## src/rtl/parallel_to_serial_tx_if.sv

```systemverilog
// Word-side and line-side signals of the 0x5A-framed serial transmitter.
// The master drives the word handshake; the slave is the transmitter itself.
interface parallel_to_serial_tx_if #(
   parameter int DATA_W = 32
);
   logic [DATA_W-1:0] P_IN;
   logic              P_LOAD;
   logic              P_READY;
   logic              S_OUT;
   logic              S_ACTIVE;
   logic              DONE;

   modport master (
      output P_IN, P_LOAD,
      input  P_READY, S_OUT, S_ACTIVE, DONE
   );

   modport slave (
      input  P_IN, P_LOAD,
      output P_READY, S_OUT, S_ACTIVE, DONE
   );
endinterface

```

## src/rtl/parallel_to_serial_tx.sv

```systemverilog
// Serializes a sync byte then a DATA_W-bit word, MSB first, onto a registered line.
// Define PARALLEL_TO_SERIAL_TX_PARITY_EN to append one even-parity bit per frame.
//
// state     | meaning
// ----------+---------------------------------------------------------
// ST_IDLE   | line at 0, ready for a word
// ST_SYNC   | sync pattern bit cnt_q on S_OUT
// ST_DATA   | payload bit cnt_q on S_OUT; cnt_q==0 is the last payload bit
// ST_PARITY | even-parity bit on S_OUT (optional build only)
module parallel_to_serial_tx #(
   parameter int                DATA_W    = 32,
   parameter int                SYNC_W    = 8,
   parameter logic [SYNC_W-1:0] SYNC_WORD = 8'h5A
) (
   input  logic                     CLK,
   input  logic                     RESET,
   parallel_to_serial_tx_if.slave   bus
);

   localparam int CNT_W = $clog2((DATA_W > SYNC_W) ? DATA_W : SYNC_W);

   typedef enum logic [1:0] {
      ST_IDLE = 2'd0,
      ST_SYNC = 2'd1,
      ST_DATA = 2'd2
`ifdef PARALLEL_TO_SERIAL_TX_PARITY_EN
      , ST_PARITY = 2'd3
`endif
   } state_t;

   state_t              state_q, state_d;
   logic [CNT_W-1:0]    cnt_q, cnt_d;
   logic [SYNC_W-1:0]   sync_sr_q, sync_sr_d;
   logic [DATA_W-1:0]   data_sr_q, data_sr_d;
   logic                s_out_q, s_out_d;
`ifdef PARALLEL_TO_SERIAL_TX_PARITY_EN
   logic                parity_q, parity_d;
`endif

   logic last_bit;
   logic p_ready;
   logic accept;

`ifdef PARALLEL_TO_SERIAL_TX_PARITY_EN
   assign last_bit = (state_q == ST_PARITY);
`else
   assign last_bit = (state_q == ST_DATA) && (cnt_q == '0);
`endif

   // Ready in the last-bit cycle lets the next frame follow with no idle gap.
   assign p_ready = (state_q == ST_IDLE) || last_bit;
   assign accept  = bus.P_LOAD && p_ready;

   always_ff @(posedge CLK) begin
      if (RESET) begin
         state_q   <= ST_IDLE;
         cnt_q     <= '0;
         sync_sr_q <= '0;
         data_sr_q <= '0;
         s_out_q   <= 1'b0;
`ifdef PARALLEL_TO_SERIAL_TX_PARITY_EN
         parity_q  <= 1'b0;
`endif
      end else begin
         state_q   <= state_d;
         cnt_q     <= cnt_d;
         sync_sr_q <= sync_sr_d;
         data_sr_q <= data_sr_d;
         s_out_q   <= s_out_d;
`ifdef PARALLEL_TO_SERIAL_TX_PARITY_EN
         parity_q  <= parity_d;
`endif
      end
   end

   always_comb begin
      state_d   = state_q;
      cnt_d     = cnt_q;
      sync_sr_d = sync_sr_q;
      data_sr_d = data_sr_q;
      s_out_d   = s_out_q;
`ifdef PARALLEL_TO_SERIAL_TX_PARITY_EN
      parity_d  = parity_q;
`endif

      case (state_q)
         ST_IDLE: begin
            s_out_d = 1'b0;
         end
         ST_SYNC: begin
            if (cnt_q == '0) begin
               state_d   = ST_DATA;
               cnt_d     = CNT_W'(DATA_W - 1);
               s_out_d   = data_sr_q[DATA_W-1];
               data_sr_d = {data_sr_q[DATA_W-2:0], 1'b0};
            end else begin
               cnt_d     = cnt_q - 1'b1;
               s_out_d   = sync_sr_q[SYNC_W-1];
               sync_sr_d = {sync_sr_q[SYNC_W-2:0], 1'b0};
            end
         end
         ST_DATA: begin
            if (cnt_q == '0) begin
`ifdef PARALLEL_TO_SERIAL_TX_PARITY_EN
               state_d = ST_PARITY;
               s_out_d = parity_q;
`else
               state_d = ST_IDLE;
               s_out_d = 1'b0;
`endif
            end else begin
               cnt_d     = cnt_q - 1'b1;
               s_out_d   = data_sr_q[DATA_W-1];
               data_sr_d = {data_sr_q[DATA_W-2:0], 1'b0};
            end
         end
`ifdef PARALLEL_TO_SERIAL_TX_PARITY_EN
         ST_PARITY: begin
            state_d = ST_IDLE;
            s_out_d = 1'b0;
         end
`endif
         default: begin
            state_d = ST_IDLE;
            s_out_d = 1'b0;
         end
      endcase

      // The sync MSB goes straight onto the line at accept, so the shifter holds the rest.
      if (accept) begin
         state_d   = ST_SYNC;
         cnt_d     = CNT_W'(SYNC_W - 1);
         s_out_d   = SYNC_WORD[SYNC_W-1];
         sync_sr_d = {SYNC_WORD[SYNC_W-2:0], 1'b0};
         data_sr_d = bus.P_IN;
`ifdef PARALLEL_TO_SERIAL_TX_PARITY_EN
         parity_d  = ^bus.P_IN;
`endif
      end
   end

   assign bus.P_READY  = p_ready;
   assign bus.S_OUT    = s_out_q;
   assign bus.S_ACTIVE = (state_q != ST_IDLE);
   assign bus.DONE     = last_bit;

endmodule

```

## src/flat_wrapper.sv

```systemverilog
// flat-port wrapper written by rule: the top's interface ports become plain ports
module parallel_to_serial_tx_flat 
#(
   parameter int                DATA_W    = 32,
   parameter int                SYNC_W    = 8,
   parameter logic [SYNC_W-1:0] SYNC_WORD = 8'h5A
)
  (CLK, RESET, bus_P_IN, bus_P_LOAD, bus_P_READY, bus_S_OUT, bus_S_ACTIVE, bus_DONE);
  parallel_to_serial_tx_if #(.DATA_W(DATA_W)) bus_i ();
  input  logic CLK;
  input  logic RESET;
  input wire logic [$bits(bus_i.P_IN)-1:0] bus_P_IN;
  input wire logic [$bits(bus_i.P_LOAD)-1:0] bus_P_LOAD;
  output wire logic [$bits(bus_i.P_READY)-1:0] bus_P_READY;
  output wire logic [$bits(bus_i.S_OUT)-1:0] bus_S_OUT;
  output wire logic [$bits(bus_i.S_ACTIVE)-1:0] bus_S_ACTIVE;
  output wire logic [$bits(bus_i.DONE)-1:0] bus_DONE;
  assign bus_i.P_IN = bus_P_IN;
  assign bus_i.P_LOAD = bus_P_LOAD;
  assign bus_P_READY = bus_i.P_READY;
  assign bus_S_OUT = bus_i.S_OUT;
  assign bus_S_ACTIVE = bus_i.S_ACTIVE;
  assign bus_DONE = bus_i.DONE;
  parallel_to_serial_tx #(.DATA_W(DATA_W), .SYNC_W(SYNC_W), .SYNC_WORD(SYNC_WORD)) u_core (.CLK(CLK), .RESET(RESET), .bus(bus_i));
endmodule
```

## config.mk

```make
export PLATFORM = sky130hd
export DESIGN_NAME = parallel_to_serial_tx_flat
export DESIGN_NICKNAME = d
export VERILOG_FILES = /design/src/rtl/parallel_to_serial_tx_if.sv /design/src/rtl/parallel_to_serial_tx.sv /design/src/flat_wrapper.sv
export SDC_FILE = /design/constraint.sdc
export NUM_CORES = 1
export LEC_CHECK = 0
export ABC_CLOCK_PERIOD_IN_PS = 6200
export CORE_UTILIZATION = 59
export CTS_BUF_LIST = sky130_fd_sc_hd__clkbuf_4
export DETAILED_ROUTE_END_ITERATION = 8
export MAX_ROUTING_LAYER = met4
export PLACE_DENSITY = 0.87
export SYNTH_ARGS = -nofsm -noshare
export SYNTH_HDL_FRONTEND = slang
export SYNTH_SLANG_ARGS = --single-unit
```

## constraint.sdc

```tcl
create_clock -name CLK -period 6.2 [get_ports CLK]
set_input_delay 1.24 -clock CLK [delete_from_list [all_inputs] [get_ports CLK]]
set_output_delay 1.24 -clock CLK [all_outputs]
set_load 0.01 [all_outputs]
```

==> parameters.txt, run 1 <==
Parameter                              Value

Route
  First-pass detailed-route iteration total    5
  Wirelength, routed    4800 µm
  Count of unresolved DRC violations after routing    0
  Number of DRC markers in iteration 0    158
  Detail Route Antenna Nets    0
  DR vias/cell    5.89
  Per-cell routed wire length    14.2 µm
  Via count    1997

STA
  Worst rel slew slack    32.8%
  Transition time at the pin with the least slew margin    0.988 ns
  Summed negative setup slack over all endpoints    0 ns
  Total count of hold-check failures in the final report    0
  Unrepaired setup endpoints after global routing    false
  Max Slew Vio Count    0
  Peak clock frequency supported by timing    282 MHz
  Ratio of final minimum period to clock period    57.3%
  Min cycle time layout    3.55 ns
  Final setup skew    0.0137 ns
  Number of setup violations in the final report    0

Clock tree
  Clock tree from TritonCTS    yes
  H-Tree Level Count    2
  Number of buffers inserted by post-CTS setup repair    0
  CTS Sinks    46
  Buffer cell driving the clock tree root    sky130_fd_sc_hd__clkbuf_4
  Total CTS buffers    5
  Clock latency on the worst-skew pair    0.36 ns
  Clock transition at path regs    0.13 ns
  Cts repair resizes    0
  Hold Buf Count CTS    0
  Bufs on Longest Clock Path    2

Placed design
  Port-buffer cells    38
  Half-perimeter wire length after placement    3020 µm
  Placer congestion estimate    0.818
  Total instance count after detailed placement    332

Synthesis
  Sequential-to-total area share from yosys stat    38.3%
  Async S/R FF share, synth    0%
  EDFF count, synth    0
  Post-synthesis simple-gate area fraction    23.8%
  Synthesized-area fraction occupied by adder cells    2.08%
  Net count after synthesis    307
  Compound-cell area share of the yosys netlist    26.1%
  Post-synthesis xor/xnor area fraction    0.364%
  Yosys Warn Count    0
  Cell area after synthesis    2410 µm²
  Synth Area per Inst    8.98 µm²
  Post-synthesis instance total    268
  Mux contribution to synthesized area    1.35%
  Dominant combinational cell family by area after synthesis    compound AO/OA/AOI/OAI gates
  Ys flop type    sky130_fd_sc_hd__dfxtp_1
  Library cells used by synthesis    35
  Total of flip-flops plus latches after synthesis    46

Finish
  Footprint of the multi-input gates    1310 µm²
  Layout overhead on the synthesized area    15.4%
  Area taken by flip-flops and latches    921 µm²
  Non-filler instance count after layout    339
  Antenna Cells    0
  Count of fill cells added during filler insertion    316
  Layout cell share with drive strength beyond 1    15.1%
  Net total in the final layout    330

Run
  Count of maximum capacitance violations    0

Die
  Placeable Area    3800 µm²
  Standard-cell row count    22
  Starting Density    63.3%
  Horizontal die dimension    65.9 µm
  Height of the die    65.9 µm
  Die footprint    4340 µm²
  Number of primary I/O pins    39

Worst setup path
  CP Launch Type    flop
  Endpoint required time on the critical path    4.96 ns
  Count of buffer and inverter cells on the critical path    2
  Chain of cells forming the critical path    inv_1 -> ha_1 -> or4b_4 -> o21ai_0 -> clkdlybuf4s50_1
  Launching instance or port of the critical path    u_core.cnt_q[0]
  Startpoint of the worst register-to-register path    u_core.cnt_q[0]
  Worst path depth    5
  R2r setup slk    2.92 ns
  Worst R2R End    u_core.data_sr_q[27]
  Peak fanout along the critical path    11
  Classification of the worst setup path    flop to output pin
  Kind of cell adding the most delay to the critical path    buffers and inverters
  Depth of the worst register-to-register path    6
  Arrival time of the worst setup path    2.31 ns
  Slowest-stage cell, CP    sky130_fd_sc_hd__or4b_4
  Kind of capture point of the worst setup path    output pin
  CP peak stage delay    0.57 ns

GRT
  Initial antenna violation count    0
  All-layer global routing usage    25.0%
  Maximum number of pins on one net before global-route repair    67
  Global-route wire length before repair    8200 µm
  Vias in the first global route    1813
  Total gr overflow    0

Power
  Areal power density over the cells    278 nW/µm²
  Static leakage    0.926 nW
  Total power of the final layout    0.771 mW
  VDD IR-drop max    0.128 mV

Status
  Status    complete, no violations

Worst hold path
  Number of stages on the worst hold path    2
  Sink of the worst hold path    u_core.sync_sr_q[6]
  Type of the tightest min-delay check    flop to flop
  Hold_sp    u_core.sync_sr_q[6]
[synthesized netlist by cell type, types with 2 or more instances]
| library cell | n | share of area (%) |
|---|---|---|
| sky130_fd_sc_hd__a21oi_1 | 8 | 1.7 |
| sky130_fd_sc_hd__clkbuf_1 | 6 | 0.94 |
| sky130_fd_sc_hd__ha_1 | 4 | 2.1 |
| sky130_fd_sc_hd__nor2_1 | 3 | 0.47 |
| sky130_fd_sc_hd__inv_1 | 6 | 0.94 |
| sky130_fd_sc_hd__o21ai_0 | 4 | 0.83 |
| sky130_fd_sc_hd__nand3_1 | 3 | 0.62 |
| sky130_fd_sc_hd__a311oi_1 | 2 | 0.73 |
| sky130_fd_sc_hd__mux2_1 | 2 | 0.94 |
| sky130_fd_sc_hd__a31oi_1 | 4 | 1.0 |
| sky130_fd_sc_hd__buf_12 | 3 | 2.5 |
| sky130_fd_sc_hd__dfxtp_1 | 46 | 38 |
| sky130_fd_sc_hd__nor3_1 | 32 | 6.7 |
| sky130_fd_sc_hd__and2_1 | 2 | 0.52 |
| sky130_fd_sc_hd__buf_4 | 3 | 0.94 |
| sky130_fd_sc_hd__nand2b_1 | 3 | 0.78 |
| sky130_fd_sc_hd__nor3b_1 | 2 | 0.62 |
| sky130_fd_sc_hd__o21ai_1 | 2 | 0.42 |
| sky130_fd_sc_hd__nand2_1 | 77 | 12 |
| sky130_fd_sc_hd__a311oi_2 | 30 | 19 |
| sky130_fd_sc_hd__buf_2 | 11 | 2.3 |
| sky130_fd_sc_hd__or2_1 | 2 | 0.52 |
[worst max-delay path by stage]
stage | to
after global routing | bus_P_READY
after global placement | u_core.data_sr_q[22]
after floorplan | bus_P_READY
after detailed placement | u_core.data_sr_q[27]
final | bus_P_READY
after CTS | bus_P_READY
[flip-flops by register name, indices dropped and copies added (netlist names)]
signal,cells
u_core.cnt_q,5
u_core.data_sr_q,32
u_core.state_q,2
u_core.bus.S_OUT,1
u_core.sync_sr_q,6
[per-layer routing]
layer | share of wire [%] | vias to the layer above | wire (µm) | GRT usage, %
met5 | 0 | - | 0 | -
met4 | 1.5 | 0 | 74 | 8.97
met3 | 4.4 | 7 | 212 | 4.48
met2 | 49 | 54 | 2340 | 38.8
met1 | 45 | 932 | 2180 | 32.6
li1 | - | 1004 | - | -
[where the power goes]
part / total [mW] / internal, mW / switching (mW)
clock network: 0.174 / 0.0816 / 0.0926
registers: 0.363 / 0.338 / 0.0254
logic: 0.233 / 0.101 / 0.131
[through the flow]
stage               utilization [%]  setup WS (ns)  instance area [µm²]  hold WS (ns)
global route                   73.1           2.57                 2780         0.485
CTS                            73.1           2.65                 2780         0.467
global placement               71.2           2.52                 2710         0.440
finish                         73.1           2.65                 2780         0.467
detailed placement             71.2           2.45                 2710         0.449
floorplan                         -           3.49                 2410         0.432
[cell families after synthesis]
group / after synthesis
buf+inv: 30
mux: 3
simple gates: 126
flops: 46
fa+ha+maj: 4
compound gates: 58
xor+xnor: 1
[cell type report]
type,instances,share of cell area [%]
Clock buffer,5,1.35
Sequential cell,46,33.2
Timing Repair Buffer,40,14.1
Clock inverter,2,1.22
Inverter,6,0.811
Multi-Input combinational cell,192,47.2
Tap cell,48,2.16
[cells in the final DEF, fill, tap and decap left out]
cell	instances
sky130_fd_sc_hd__nor3_1	32
sky130_fd_sc_hd__a21oi_1	8
sky130_fd_sc_hd__inv_1	6
sky130_fd_sc_hd__o21ai_1	2
sky130_fd_sc_hd__o21ai_4	1
sky130_fd_sc_hd__a311oi_1	2
sky130_fd_sc_hd__a21boi_0	1
sky130_fd_sc_hd__nor2_1	3
sky130_fd_sc_hd__nand2_1	77
sky130_fd_sc_hd__nor3b_1	2
sky130_fd_sc_hd__a32oi_1	1
sky130_fd_sc_hd__buf_2	1
sky130_fd_sc_hd__nand3_1	3
sky130_fd_sc_hd__xor2_1	1
sky130_fd_sc_hd__or2_2	1
sky130_fd_sc_hd__o21ai_0	4
sky130_fd_sc_hd__a311oi_2	30
sky130_fd_sc_hd__clkdlybuf4s50_1	37
sky130_fd_sc_hd__clkbuf_4	5
sky130_fd_sc_hd__nand2b_1	3
sky130_fd_sc_hd__or4b_4	1
sky130_fd_sc_hd__dfxtp_1	46
sky130_fd_sc_hd__clkinv_1	1
sky130_fd_sc_hd__mux2_1	2
sky130_fd_sc_hd__o211ai_1	1
sky130_fd_sc_hd__mux2i_4	1
sky130_fd_sc_hd__nor4b_4	1
sky130_fd_sc_hd__o31ai_1	1
sky130_fd_sc_hd__or2_1	1
sky130_fd_sc_hd__bufinv_16	1
sky130_fd_sc_hd__a22oi_1	1
sky130_fd_sc_hd__a31oi_1	4
sky130_fd_sc_hd__buf_4	2
sky130_fd_sc_hd__o21a_1	1
sky130_fd_sc_hd__and2_1	2
sky130_fd_sc_hd__ha_1	4
sky130_fd_sc_hd__o21ba_1	1
[tightest hold or removal path, stage by stage (launching register included)]
cell	delay (ns)
sky130_fd_sc_hd__dfxtp_1	0.33
sky130_fd_sc_hd__nand2_1	0.05
sky130_fd_sc_hd__a21oi_1	0.05
Note: power is estimated with default switching activity, not from simulation.
==> inputs of run 2 (changes only) <==
- ABC_CLOCK_PERIOD_IN_PS: 6200 -> 2850
- CORE_UTILIZATION: 59 -> 50
- PLACE_DENSITY: 0.87 -> 0.78
- clock period: 6.2 -> 2.85 ns (I/O delays scaled with it)
==> run 2 against run 1 <==
Compared with the run above: flip-flop and latch count unchanged; register-to-register slack got worse by 2.6 ns; largest cell class unchanged; critical endpoint is now bus_DONE; highest routed layer unchanged; core utilization shrank 10 points.
==> parameters.txt, run 2 (synthesized netlist as in run 1, its figures left out) <==
Parameter                              Value

Worst setup path
  Peak fanout along the critical path    4 (-7)
  Endpoint required time on the critical path    2.28 ns (-2.68 ns)
  Startpoint of the worst register-to-register path    u_core.cnt_q[0]
  Arrival time of the worst setup path    2.13 ns (-0.18 ns)
  Launching instance or port of the critical path    u_core.cnt_q[0]
  Classification of the worst setup path    flop to output pin
  Kind of capture point of the worst setup path    output pin
  CP Launch Type    flop

Die
  Starting Density    53.8% (-9.6 points)
  Horizontal die dimension    71.4 µm (+8.4%)
  Placeable Area    4470 µm² (+18%)
  Die footprint    5090 µm² (+17%)
  Standard-cell row count    24 (+9.1%)
  Number of primary I/O pins    39 (unchanged)
  Height of the die    71.4 µm (+8.4%)

Finish
  Layout overhead on the synthesized area    17.3%
  Net total in the final layout    335 (+1.5%)
  Largest registers    u_core.data_sr_q (32), u_core.sync_sr_q (6), u_core.cnt_q (5)
  Antenna Cells    0 (unchanged)
  Count of fill cells added during filler insertion    393 (+24%)
  Most flops, register    u_core.data_sr_q
  Number of flip-flops under the largest register name    32 (unchanged)
  Final design utilization    63.1% (-10 points)
  Most common cell after layout, fill and taps aside    sky130_fd_sc_hd__nand2_1
  Final Cell Area    2820 µm² (+1.6%)
  Non-filler instance count after layout    348 (+2.7%)
  Leading cell types in the layout, fill and taps excluded    sky130_fd_sc_hd__nand2_1, sky130_fd_sc_hd__dfxtp_1, sky130_fd_sc_hd__clkdlybuf4s50_1
  Layout cell share with drive strength beyond 1    16.6% (+1.4 points)

Power
  Areal power density over the cells    600 nW/µm² (+120%)
  VDD IR-drop max    0.322 mV (+150%)
  Static leakage    0.955 nW (+3.1%)
  Total power of the final layout    1.69 mW (+120%)

Worst hold path
  Type of the tightest min-delay check    flop to flop
  Hold_sp    u_core.sync_sr_q[3]

Route
  Detail Route Antenna Nets    0 (unchanged)
  Wirelength, routed    4850 µm (+0.94%)
  Number of DRC markers in iteration 0    125 (-21%)
  Via count    2018 (+1.1%)
  First-pass detailed-route iteration total    4 (-1)
  Count of unresolved DRC violations after routing    0 (unchanged)
  Per-cell routed wire length    13.9 µm (-1.7%)
  DR vias/cell    5.80 (-1.6%)

Placed design
  Port-buffer cells    38 (unchanged)
  Total instance count after detailed placement    340 (+2.4%)
  Half-perimeter wire length after placement    3140 µm (+3.9%)
  Post-place setup slack    0.363 ns (-2.09 ns)
  Area post-placement    2740 µm² (+1.3%)
  Placer congestion estimate    0.786 (-4.0%)

STA
  Worst hold-check slack    0.467 ns (-0.0000900 ns)
  Summed negative setup slack over all endpoints    0 ns (unchanged)
  Max Slew Vio Count    0 (unchanged)
  Minimum setup slack in the final design    0.146 ns (-2.50 ns)
  Final setup skew    0.00334 ns (-0.0104 ns)
  Number of setup violations in the final report    0 (unchanged)
  Unrepaired setup endpoints after global routing    false
  Peak clock frequency supported by timing    370 MHz
  Worst rel slew slack    40.4% (+7.7 points)
  Ratio of final minimum period to clock period    94.9%
  Total count of hold-check failures in the final report    0 (unchanged)
  Min cycle time layout    2.70 ns
  Transition time at the pin with the least slew margin    0.893 ns (-0.0941 ns)

Run
  Count of maximum capacitance violations    0 (unchanged)

Clock tree
  CTS Sinks    46 (unchanged)
  Bufs on Longest Clock Path    2 (unchanged)
  Clock tree from TritonCTS    yes
  Clock latency on the worst-skew pair    0.36 ns (about the same)
  Clock transition at path regs    0.13 ns (about the same)
  Buffer cell driving the clock tree root    sky130_fd_sc_hd__clkbuf_4
  H-Tree Level Count    2 (unchanged)
  Total CTS buffers    5 (unchanged)

Status
  Status    complete, no violations

GRT
  All-layer global routing usage    21.4% (-3.6 points)
  Global-route wire length before repair    8420 µm (+2.7%)
  Total gr overflow    0 (unchanged)
  Vias in the first global route    1873 (+3.3%)
  Maximum number of pins on one net before global-route repair    66 (-1.5%)
  Initial antenna violation count    0 (unchanged)
[run 2: power by group]
group / switching, mW / internal, mW / leakage [nW]
sequential: 0.0544 / 0.735 / 0.380
combinational: 0.287 / 0.232 / 0.536
clock: 0.208 / 0.178 / 0.0387
total: 0.549 / 1.14 / 0.955
[run 2: routing by layer]
| layer | wire length (µm) | share of wire [%] | vias up | GRT usage [%] |
|---|---|---|---|---|
| li1 | - | - | 1013 | - |
| met1 | 2290 | 47 | 951 | 27.6 |
| met2 | 2290 | 47 | 47 | 34.1 |
| met3 | 218 | 4.5 | 7 | 4.64 |
| met4 | 53 | 1.1 | 0 | 6.00 |
| met5 | 0 | 0 | - | - |
[run 2: repair_timing]
item	CTS	global route
hold buffers	0	0
gates resized for setup	0	1
endpoints found under the setup margin	1	1
setup buffers	1	0
hold endpoints to repair	0	0
[run 2: cell type report]
| type | count | area, µm² | area share, % |
|---|---|---|---|
| multi-input cells | 192 | 1310 | 46.5 |
| flip-flops and latches | 46 | 921 | 32.6 |
| repair buffers | 45 | 430 | 15.3 |
| well taps | 52 | 65.1 | 2.31 |
| clock buffers | 5 | 37.5 | 1.33 |
| clock inverters | 2 | 33.8 | 1.20 |
| inverters | 6 | 22.5 | 0.798 |
[run 2: worst paths after layout]
| kind | endpoint | slack [ns] | cells past startpoint |
|---|---|---|---|
| min | u_core.sync_sr_q[3] | 0.47 | 2 |
| min reg2reg | u_core.sync_sr_q[3] | 0.47 | 2 |
| max reg2reg | u_core.data_sr_q[5] | 0.28 | 7 |
| max | bus_DONE | 0.15 | 5 |
[run 2: worst max-delay path: stages (launching register included)]
cell                              delay (ns)
sky130_fd_sc_hd__dfxtp_1                0.35
sky130_fd_sc_hd__inv_1                  0.06
sky130_fd_sc_hd__ha_1                   0.20
sky130_fd_sc_hd__or4b_4                 0.51
sky130_fd_sc_hd__nor2_1                 0.10
sky130_fd_sc_hd__clkdlybuf4s50_1        0.54
